**config.mk**
```make
export PLATFORM = sky130hd
export DESIGN_NAME = pu_bank
export DESIGN_NICKNAME = d
export VERILOG_FILES = /design/src/rtl/pu_bank.sv
export SDC_FILE = /design/constraint.sdc
export NUM_CORES = 2
export LEC_CHECK = 0
export CAP_MARGIN = 25
export CORE_ASPECT_RATIO = 1.2
export CORE_MARGIN = 5
export CORE_UTILIZATION = 30
export CTS_CLUSTER_DIAMETER = 80
export DETAILED_ROUTE_END_ITERATION = 8
export PLACE_DENSITY = 0.57
export SYNTH_ARGS = -nofsm -noshare
export SYNTH_HDL_FRONTEND = slang
export SYNTH_SLANG_ARGS = --single-unit
```
**constraint.sdc**
```tcl
create_clock -name clk -period 18.7 [get_ports clk]
set_clock_uncertainty 0.15 [all_clocks]
set_input_delay 3.74 -clock clk [delete_from_list [all_inputs] [get_ports clk]]
set_output_delay 3.74 -clock clk [all_outputs]
set_load 0.005 [all_outputs]
```
**src/rtl/pu_bank.sv**
```systemverilog
// Bank of parallel MAC neurons: streams a layer, then scales, activates
// and saturates every PU result, pulsing ready_8_pu when all are valid.
module pu_bank #(
  parameter int N_PU   = 8,
  parameter int DATA_W = 8,
  parameter int ACC_W  = 24,
  parameter int SHIFT  = 7,
  parameter int LEN_W  = 7
) (
  input  logic                     clk,
  input  logic                     rst,
  input  logic                     start_pu,
  input  logic [LEN_W-1:0]         layer_len,
  input  logic                     relu_en,
  input  logic [N_PU*DATA_W-1:0]   bias_in,
  output logic                     rd_en,
  output logic [LEN_W-1:0]         rd_idx,
  input  logic [DATA_W-1:0]        x_in,
  input  logic [N_PU*DATA_W-1:0]   w_in,
  output logic [N_PU*DATA_W-1:0]   y_out,
  output logic                     busy,
  output logic                     ready_8_pu
);

  typedef enum logic [1:0] {
    IDLE,
    MAC,
    ACT,
    DONE
  } state_t;

  localparam logic signed [ACC_W-1:0] SAT_MAX =
    ACC_W'((2 ** (DATA_W - 1)) - 1);
  localparam logic signed [ACC_W-1:0] SAT_MIN = ~SAT_MAX;

  state_t state, state_nx;

  logic [LEN_W-1:0]        len_q;
  logic [LEN_W-1:0]        j_q;
  logic                    relu_q;
  logic signed [ACC_W-1:0] acc_q [N_PU];

  logic signed [2*DATA_W-1:0] pw   [N_PU];
  logic signed [ACC_W-1:0]    prod [N_PU];
  logic signed [ACC_W-1:0]    sh   [N_PU];
  logic [DATA_W-1:0]          act  [N_PU];

  always_ff @(posedge clk) begin
    if (rst) state <= IDLE;
    else     state <= state_nx;
  end

  always_comb begin
    state_nx   = state;
    busy       = (state != IDLE);
    ready_8_pu = (state == DONE);
    rd_en      = 1'b0;
    rd_idx     = '0;
    case (state)
      IDLE: if (start_pu) state_nx = MAC;
      MAC: begin
        rd_en = (j_q < len_q);
        if (rd_en) rd_idx = j_q;
        if (j_q == len_q) state_nx = ACT;
      end
      ACT:     state_nx = DONE;
      default: state_nx = IDLE;
    endcase
  end

  // Product, scale, ReLU and clamp per PU.
  always_comb begin
    for (int i = 0; i < N_PU; i++) begin
      pw[i] = $signed(x_in) *
              $signed(w_in[i*DATA_W +: DATA_W]);
      prod[i] = ACC_W'(pw[i]);
      sh[i] = acc_q[i] >>> SHIFT;
      if (relu_q && sh[i] < 0) sh[i] = '0;
      if (sh[i] > SAT_MAX)
        act[i] = SAT_MAX[DATA_W-1:0];
      else if (sh[i] < SAT_MIN)
        act[i] = SAT_MIN[DATA_W-1:0];
      else
        act[i] = sh[i][DATA_W-1:0];
    end
  end

  always_ff @(posedge clk) begin
    if (rst) begin
      len_q  <= '0;
      j_q    <= '0;
      relu_q <= 1'b0;
      y_out  <= '0;
      for (int i = 0; i < N_PU; i++) acc_q[i] <= '0;
    end else begin
      case (state)
        IDLE: if (start_pu) begin
          len_q  <= layer_len;
          relu_q <= relu_en;
          j_q    <= '0;
          for (int i = 0; i < N_PU; i++)
            acc_q[i] <= ACC_W'($signed(
              bias_in[i*DATA_W +: DATA_W])) <<< SHIFT;
        end
        MAC: begin
          j_q <= j_q + LEN_W'(1);
          // j=0 only issues the first read; data arrives from j=1 on.
          if (j_q != '0)
            for (int i = 0; i < N_PU; i++)
              acc_q[i] <= acc_q[i] + prod[i];
        end
        ACT:
          for (int i = 0; i < N_PU; i++)
            y_out[i*DATA_W +: DATA_W] <= act[i];
        default: ;
      endcase
    end
  end

endmodule

```
==> impl_metrics.json <==
{
  "cts_post_setup_buffers_inserted": 0,
  "first_iter_violations": 1522,
  "ports_placed_on_the_boundary": 221,
  "yosys_register_bits": 273,
  "ys_async_sr_fraction_pct": 0,
  "synth-main-ff-cell": "sky130_fd_sc_hd__edfxtp_1",
  "rsz0062_at_grt": "no",
  "place.port_buffers": 220,
  "cts-htree-levels": 2,
  "cts_hold_buf": 0,
  "floorplan.rows": 154,
  "grt_pass1_vias": 34100,
  "clk-insertion-delay-late_ns": 0.63,
  "grt_pass1_wl_um": 193000,
  "hold_class": "register to register",
  "setup.worst_path.class": "primary input to register",
  "filler_cell_count": 14900,
  "wl_um": 119000,
  "floorplan.core_area_um2": 146000,
  "area_growth_synth_to_finish_pct": 13.8,
  "post-route-drc-count": 0,
  "cts-root-to-sink-buffers": 3,
  "ff_latch_area_um2": 7320,
  "syn_area_per_cell_um2": 10.0,
  "setup-tns-final_ns": 0,
  "drive_gt1_share_pct": 3.25,
  "initial_utilization_pct": 30.1,
  "postSynthNetCount": 5814,
  "routabilityCongestion": 0.833,
  "outcome": "completed",
  "setup_violations": 0,
  "cap_violations": 0,
  "routed_via_density": 4.69,
  "synth_edf_count": 185,
  "multi_input_area_um2": 33200,
  "critical_path_peak_fanout": 41,
  "tritoncts": "done",
  "chipHeight_um": 430,
  "fin_nets": 6000,
  "antenna_found_initial": 16,
  "max_slew_margin_pct": 30.9,
  "timing.critical_path.from_type": "primary input",
  "max_clock_freq_mhz": 98.2,
  "cts.clk_slew.worst_paths_ns": 0.06,
  "worstPathRequired_ns": 18.90,
  "drt_pre_antenna_iters": 5,
  "worst_pin_slew_ns": 1.03,
  "vias": 30800,
  "fin_crit_ns": 10.18,
  "clock-sinks": 273,
  "dieWidth_um": 360,
  "wire_per_inst_um": 18.0,
  "postSynthCellCount": 4390,
  "synth.yosys.warnings": 0,
  "synth.cell_area_um2": 44000,
  "timing_hold_violations_final": 0,
  "cp.arrival_ns": 10.38,
  "worst_setup_path_end_kind": "register",
  "global_route.usage.total_pct": 15.7,
  "post-dp-hpwl_um": 94300,
  "final_util_pct": 34.2,
  "die_area_um2": 154000,
  "layout_worst_path_cycle_share_pct": 54.5,
  "cts_made_buffers": 44,
  "route.antenna.remaining_nets": 0,
  "cts.repair.resized": 0,
  "clock_tree.root_cell": "sky130_fd_sc_hd__clkbuf_16",
  "pin_count_of_the_biggest_net_entering_global_routing": 69,
  "synth_cell_type_count": 74,
  "drv_slew": 0,
  "yosysSeqAreaShare_pct": 16.6,
  "overflow": 0
}
-- state kept, by name, summed over array words and instances, names as in the netlist --
register / cells
j_q: 7
y_out: 64
acc_q: 192
relu_q: 1
state: 2
len_q: 7
-- cells by family after synthesis --
| family | count (synthesis) | synth area share [%] |
|---|---|---|
| compound gates | 597 | 8.78 |
| xor+xnor | 171 | 3.40 |
| fa+ha+maj | 1277 | 50.5 |
| buf+inv | 935 | 7.99 |
| flops | 273 | 16.6 |
| mux | 5 | 0.114 |
| simple gates | 1132 | 12.6 |
-- final timing paths --
check,from,to,slack [ns],cells past startpoint
setup reg to reg,acc_q[0][30],acc_q[0][46],12.96,17
hold / removal,len_q[1],len_q[1],0.31,2
setup / recovery,x_in[7],acc_q[0][69],8.52,21
hold reg to reg,len_q[1],len_q[1],0.31,2
-- stage by stage --
stage	cell area (µm²)	setup slack (ns)	instances	hold WS [ns]
floorplan	44000	9.01	4390	0.282
global placement	48500	7.88	6474	0.294
detailed placement	48500	7.82	6476	0.299
CTS	50000	8.50	6558	0.307
global route	50100	8.12	6564	0.321
finish	50100	8.52	6573	0.308
-- layer usage --
metal	wire [µm]	global-route usage [%]
met1	50300	19.9
met2	60000	27.9
met3	5300	2.43
met4	2880	3.81
met5	26	0
-- critical path, stage by stage --
cell and delay, ns:
sky130_fd_sc_hd__buf_2 0.45, sky130_fd_sc_hd__buf_4 0.55, sky130_fd_sc_hd__and2_1 0.21, sky130_fd_sc_hd__buf_4 0.28, sky130_fd_sc_hd__inv_1 0.11, sky130_fd_sc_hd__fa_1 0.52, sky130_fd_sc_hd__inv_1 0.06, sky130_fd_sc_hd__fa_1 0.53
sky130_fd_sc_hd__fa_1 0.44, sky130_fd_sc_hd__fa_1 0.60, sky130_fd_sc_hd__fa_1 0.43, sky130_fd_sc_hd__ha_1 0.40, sky130_fd_sc_hd__and2_1 0.19, sky130_fd_sc_hd__a311oi_1 0.29, sky130_fd_sc_hd__a2111oi_0 0.18, sky130_fd_sc_hd__a2111oi_2 0.59
sky130_fd_sc_hd__o31a_1 0.25, sky130_fd_sc_hd__o21bai_1 0.07, sky130_fd_sc_hd__a21o_1 0.21, sky130_fd_sc_hd__xnor2_1 0.13, sky130_fd_sc_hd__o21ai_0 0.09
-- cell usage after synthesis, types with 7 or more instances --
master	n	area share, %
sky130_fd_sc_hd__clkinv_1	8	0.068
sky130_fd_sc_hd__clkbuf_1	111	0.95
sky130_fd_sc_hd__o21ai_0	159	1.8
sky130_fd_sc_hd__xnor2_1	107	2.1
sky130_fd_sc_hd__nand3_1	29	0.33
sky130_fd_sc_hd__xor2_1	64	1.3
sky130_fd_sc_hd__nor2_1	213	1.8
sky130_fd_sc_hd__o21a_1	33	0.56
sky130_fd_sc_hd__nand4b_1	8	0.16
sky130_fd_sc_hd__a21o_1	47	0.80
sky130_fd_sc_hd__nor2b_1	41	0.58
sky130_fd_sc_hd__o31a_1	7	0.14
sky130_fd_sc_hd__nand2_1	382	3.3
sky130_fd_sc_hd__a21oi_1	129	1.5
sky130_fd_sc_hd__edfxtp_1	185	13
sky130_fd_sc_hd__inv_1	808	6.9
sky130_fd_sc_hd__ha_1	445	13
sky130_fd_sc_hd__o31ai_1	33	0.56
sky130_fd_sc_hd__o21bai_1	27	0.46
sky130_fd_sc_hd__a31oi_1	22	0.31
sky130_fd_sc_hd__nand4_1	18	0.26
sky130_fd_sc_hd__a211oi_1	75	1.3
sky130_fd_sc_hd__a22o_1	11	0.22
sky130_fd_sc_hd__nor3_1	45	0.51
sky130_fd_sc_hd__and2_1	318	4.5
sky130_fd_sc_hd__and3_1	11	0.16
sky130_fd_sc_hd__fa_1	832	38
sky130_fd_sc_hd__nand2b_1	36	0.51
sky130_fd_sc_hd__dfxtp_1	88	4.0
sky130_fd_sc_hd__nor4_1	10	0.14
-- layout make-up --
| type | count | area share, % |
|---|---|---|
| Tap cell | 1950 | 4.87 |
| Timing Repair Buffer | 259 | 5.03 |
| Clock inverter | 21 | 0.422 |
| Sequential cell | 273 | 14.6 |
| Inverter | 816 | 6.12 |
| Clock buffer | 61 | 2.53 |
| Antenna cell | 11 | 0.0550 |
| Multi-Input combinational cell | 3182 | 66.4 |
-- cells in the final DEF (no fill, tap or decap), types with 11 or more instances in the layout --
master,n
sky130_fd_sc_hd__a21oi_1,129
sky130_fd_sc_hd__and2_1,318
sky130_fd_sc_hd__nand2b_1,32
sky130_fd_sc_hd__o31ai_1,33
sky130_fd_sc_hd__nor3_1,45
sky130_fd_sc_hd__and3_1,11
sky130_fd_sc_hd__nand3_1,29
sky130_fd_sc_hd__nor2b_1,40
sky130_fd_sc_hd__buf_4,36
sky130_fd_sc_hd__clkbuf_16,47
sky130_fd_sc_hd__xor2_1,64
sky130_fd_sc_hd__nor2_1,211
sky130_fd_sc_hd__a211oi_1,75
sky130_fd_sc_hd__dfxtp_1,87
sky130_fd_sc_hd__a22o_1,11
sky130_fd_sc_hd__diode_2,11
sky130_fd_sc_hd__a21o_1,47
sky130_fd_sc_hd__fa_1,832
sky130_fd_sc_hd__clkdlybuf4s50_1,211
sky130_fd_sc_hd__xnor2_1,107
sky130_fd_sc_hd__o21a_1,33
sky130_fd_sc_hd__ha_1,444
sky130_fd_sc_hd__o21ai_0,159
sky130_fd_sc_hd__edfxtp_1,185
sky130_fd_sc_hd__a31oi_1,22
sky130_fd_sc_hd__nand4_1,18
sky130_fd_sc_hd__inv_1,808
sky130_fd_sc_hd__o21bai_1,27
sky130_fd_sc_hd__nand2_1,382
Power is not shown: default switching activity piles up to over one toggle a cycle in this logic, so the estimate is an artifact.
